$ cat src/rtl/dmem_arbiter.sv
// Two-requester round-robin arbiter/sequencer for a single-ported data memory.
// Each access takes IDLE -> BUSY (memory cycle, grant) -> DONE (read response).
module dmem_arbiter #(
  parameter int ADDR_W = 6,
  parameter int DATA_W = 32
) (
  input  logic              clk,
  input  logic              rst_n,
  input  logic              r0_req,
  input  logic              r0_we,
  input  logic [ADDR_W-1:0] r0_addr,
  input  logic [DATA_W-1:0] r0_wdata,
  output logic              r0_gnt,
  output logic              r0_rvalid,
  output logic [DATA_W-1:0] r0_rdata,
  input  logic              r1_req,
  input  logic              r1_we,
  input  logic [ADDR_W-1:0] r1_addr,
  input  logic [DATA_W-1:0] r1_wdata,
  output logic              r1_gnt,
  output logic              r1_rvalid,
  output logic [DATA_W-1:0] r1_rdata,
  output logic              mem_write,
  output logic [ADDR_W-1:0] mem_address,
  output logic [DATA_W-1:0] mem_write_data,
  input  logic [DATA_W-1:0] mem_read_data,
  output logic              busy
);

  typedef enum logic [1:0] {IDLE, BUSY, DONE} state_t;

  state_t              state_reg;
  logic                ptr_reg;
  logic                owner_reg;
  logic                we_reg;
  logic [ADDR_W-1:0]   addr_reg;
  logic [DATA_W-1:0]   wdata_reg;
  logic [1:0]          gnt_reg;
  logic [1:0]          rvalid_reg;
  logic                mem_write_reg;

  logic [1:0]          req_vec;
  logic [1:0]          we_vec;
  logic [ADDR_W-1:0]   addr_vec  [2];
  logic [DATA_W-1:0]   wdata_vec [2];
  logic                winner;

  assign req_vec      = {r1_req, r0_req};
  assign we_vec       = {r1_we, r0_we};
  assign addr_vec[0]  = r0_addr;
  assign addr_vec[1]  = r1_addr;
  assign wdata_vec[0] = r0_wdata;
  assign wdata_vec[1] = r1_wdata;

  // Contested requests go to the pointer; otherwise the lone requester wins.
  always_comb begin
    winner = req_vec[1];
    if (req_vec == 2'b11) begin
      winner = ptr_reg;
    end
  end

  always_ff @(posedge clk or negedge rst_n) begin
    if (!rst_n) begin
      state_reg     <= IDLE;
      ptr_reg       <= 1'b0;
      owner_reg     <= 1'b0;
      we_reg        <= 1'b0;
      addr_reg      <= '0;
      wdata_reg     <= '0;
      gnt_reg       <= 2'b00;
      rvalid_reg    <= 2'b00;
      mem_write_reg <= 1'b0;
    end else begin
      case (state_reg)
        IDLE: begin
          rvalid_reg <= 2'b00;
          if (|req_vec) begin
            owner_reg     <= winner;
            we_reg        <= we_vec[winner];
            addr_reg      <= addr_vec[winner];
            wdata_reg     <= wdata_vec[winner];
            ptr_reg       <= ~winner;
            gnt_reg       <= {winner, ~winner};
            mem_write_reg <= we_vec[winner];
            state_reg     <= BUSY;
          end
        end
        BUSY: begin
          gnt_reg       <= 2'b00;
          mem_write_reg <= 1'b0;
          rvalid_reg    <= we_reg ? 2'b00 : {owner_reg, ~owner_reg};
          state_reg     <= DONE;
        end
        DONE: begin
          rvalid_reg <= 2'b00;
          state_reg  <= IDLE;
        end
        default: begin
          gnt_reg       <= 2'b00;
          rvalid_reg    <= 2'b00;
          mem_write_reg <= 1'b0;
          state_reg     <= IDLE;
        end
      endcase
    end
  end

  // Per-requester read-data holding registers; only the owner's own read updates it.
  for (genvar gi = 0; gi < 2; gi++) begin : g_rd
    logic [DATA_W-1:0] rdata_reg;
    always_ff @(posedge clk or negedge rst_n) begin
      if (!rst_n) begin
        rdata_reg <= '0;
      end else if (state_reg == BUSY && !we_reg && owner_reg == 1'(gi)) begin
        rdata_reg <= mem_read_data;
      end
    end
  end

  assign r0_gnt         = gnt_reg[0];
  assign r1_gnt         = gnt_reg[1];
  assign r0_rvalid      = rvalid_reg[0];
  assign r1_rvalid      = rvalid_reg[1];
  assign r0_rdata       = g_rd[0].rdata_reg;
  assign r1_rdata       = g_rd[1].rdata_reg;
  assign mem_write      = mem_write_reg;
  assign mem_address    = addr_reg;
  assign mem_write_data = wdata_reg;
  assign busy           = (state_reg != IDLE);

endmodule

$ cat config.mk
export PLATFORM = sky130hd
export DESIGN_NAME = dmem_arbiter
export DESIGN_NICKNAME = d
export VERILOG_FILES = /design/src/rtl/dmem_arbiter.sv
export SDC_FILE = /design/constraint.sdc
export NUM_CORES = 1
export LEC_CHECK = 0
export CORE_MARGIN = 2
export CORE_UTILIZATION = 41
export DETAILED_ROUTE_END_ITERATION = 10
export PLACE_DENSITY = 0.87
export SETUP_SLACK_MARGIN = 0.4
export SYNTH_ARGS = -nofsm -noshare
export SYNTH_HDL_FRONTEND = slang
export SYNTH_SLANG_ARGS = --single-unit
export TNS_END_PERCENT = 30
$ cat constraint.sdc
create_clock -name clk -period 1.6 [get_ports clk]
set_input_delay 0.32 -clock clk [delete_from_list [all_inputs] [get_ports clk]]
set_output_delay 0.32 -clock clk [all_outputs]
set_load 0.02 [all_outputs]
==> run metrics <==
die area around 12,000 µm²; Data required, critical path about 1900 ps; Final Instance Area 7934 µm²; utilization after layout 0.7287; Peak Freq roughly 0.62 GHz; Num CTS Buffers 9; post-synthesis instance area around 4600 µm²; drt wl/cell roughly 22 µm; Net Count, Synth roughly 450; fraction of layout instances using a drive strength above 1 0.4221; PD cells 2136 nW/µm²; setup_tns -8.878 ps; Crit Reg-Reg Endpoint r0_rdata[5]$_DFFE_PN0P_; RePlAce Congestion roughly 0.78; Final min period 1609 ps; DR pass1 iterations 4; synth-to-layout area growth 72.97%; worst reg-to-reg path cell count 5; initial drt markers about 220; CTS root buffer clkbuf_8; Slew HR 0.7405; Placed Area between 7000 and 8000 µm²; worst-path fanout max 8; reg2reg start state_reg[1]$_DFFE_PN0P_; first-pass GRT wire length about 21 mm; type of the worst setup path flop to flop; Rows 38; initial antenna violation count 0; Worst-Margin Slew 389.2 ps; drc violations 0; CTS tree built; Tightest Hold Check Type primary input to async pin; Fin Clk Skew 11.62 ps; reg2reg setup slack -9 ps; Vias/cell roughly 5.4; post-synth cell types 28; starting density of the core 0.4213; Clock transition at path regs between 100 and 150 ps; outcome finished, violations left; die height 109.8 µm; Worst Setup Start Kind flop; GRT overflow 0; Max Root-Sink Buffers 2; hpwl dp 9.889 mm; Sink Count 112; Synth Warn # 0; WL final 15.85 mm; Pleak roughly 3.6 nW; Setup Viol. Count Final 1; maximum VDD drop between 0.001 and 0.0015 V; Antenna Nets Post-Route 0; max-cap check violation count 0; Skew-Pair Late Insertion Delay 380 ps; H-tree depth 3; IO Port Bufs ~220; RSZ-0062 raised after global routing true; most frequent cells in the layout buf_6 (113), dfrtp_1 (111), clkdlybuf4s50_1 (110); DR vias 3,990; failing checks negative setup slack; Post-Synthesis Cells around 330; commonest non-fill, non-tap cell in the layout buf_6; GRT Total Usage 0.2329; Avg Cell Area, Syn roughly 14 µm²; Synth Register Bits about 110; sequential cell area fraction in the yosys report 0.6110; antenna cell count 0; Final Max Tran Viols 0; vias in the first global route ~4,000; nets@finish a little over 700; arrival time at the worst endpoint between 1500 and 2000 ps; Core Area 10,890 µm²; fillcell total 692; Ports around 220; Hold Fails Final Rpt 0; final worst slack -8.878 ps; largest net degree at the start of global routing 44; crit end category flop; Die Width roughly 110 µm; Final Cycle Share 1.006; Place WS -180.2 ps
==> metrics by stage <==
step	hold WS (ps)	cells	power (mW)
finish	402.2	737	16.95
global route	435.8	737	17.78
CTS	400.6	730	15.24
detailed placement	273.3	687	13.33
global placement	259.7	687	12.98
floorplan	24.41	334	9.313
==> cells by family after synthesis <==
kind of cell	synth area share
AOI/OAI and AO/OA	0.1525
buffers and inverters	0.04037
DFF	0.6110
muxes	0.1571
and+or+nand+nor	0.03901
==> final cells by class <==
class,instances,area (µm²),area share
multi-input combinational,190,1795,0.2263
sequential,112,2804,0.3534
clock inverter,6,42.54,0.005362
tap,140,175.2,0.02208
inverter,4,20.02,0.002523
timing repair buffer,275,2969,0.3742
clock buffer,10,127.6,0.01609
==> where the power goes <==
group          internal, mW  switching (mW)  leakage (nW)  total [mW]
logic                  5.58            4.36          2.15        9.94
registers              4.27            1.18          1.34        5.45
clock network         0.574           0.978        0.0831        1.55
total                  10.4            6.52          3.58        16.9
==> what timing repair did <==
item / 4_1_cts / 5_1_grt
pin swaps: 1 / 1
gates resized for setup: 434 / 278
setup buffers: 25 / 2
hold endpoints to repair: 24 / 0
endpoints found under the setup margin: 217 / 218
cloned: 1 / 5
hold buffers: 1 / 0
==> worst max-delay path by stage <==
stage                              from                         end  slack [ps]  depth (start not counted)
2_1_floorplan  state_reg[1]$_DFFE_PN0P_    r0_rdata[12]$_DFFE_PN0P_         120                          4
3_3_place_gp                     r1_req      gnt_reg[0]$_DFFE_PN0P_        -150                          5
3_5_place_dp                     r0_req  mem_address[3]$_DFFE_PN0P_        -180                          5
4_1_cts        state_reg[1]$_DFFE_PN0P_     r0_rdata[4]$_DFFE_PN0P_          50                          5
5_1_grt        state_reg[0]$_DFFE_PN0P_     r0_rdata[5]$_DFFE_PN0P_         -90                          5
6_report       state_reg[1]$_DFFE_PN0P_     r0_rdata[5]$_DFFE_PN0P_          -9                          5
==> critical path, cell delays in order, from the launching register on <==
cell and delay [ps]:
dfrtp_2 450, nor2b_4 130, nor3b_4 230, buf_6 160
clkbuf_16 170, mux2_1 350
==> cell usage after synthesis, drive strengths merged <==
master  number  share of area
and3         1         0.0014
a21o         3         0.0049
a221o       25          0.055
and3b        1         0.0019
or2          1         0.0014
o21ai       15          0.016
buf         19          0.030
a21oi       17          0.019
inv          4         0.0033
nand3       15          0.016
clkbuf       9         0.0074
nor2         2         0.0022
nor3b        1         0.0041
a21boi      23          0.038
dfrtp      112           0.61
and4         1         0.0019
nor2b        2         0.0033
nor3         1         0.0035
nand2b       1         0.0014
nand2        2         0.0016
a31oi       15          0.020
mux2        64           0.16
==> layer usage <==
layer  track usage  vias up  part of all wire
met5             0        -                 0
met2        0.4056      197              0.51
met4        0.1130        0             0.032
met1        0.2676     2010              0.38
met3       0.05691       30             0.073
li1              -     1753                 -
(Power assumes the default switching activity.)
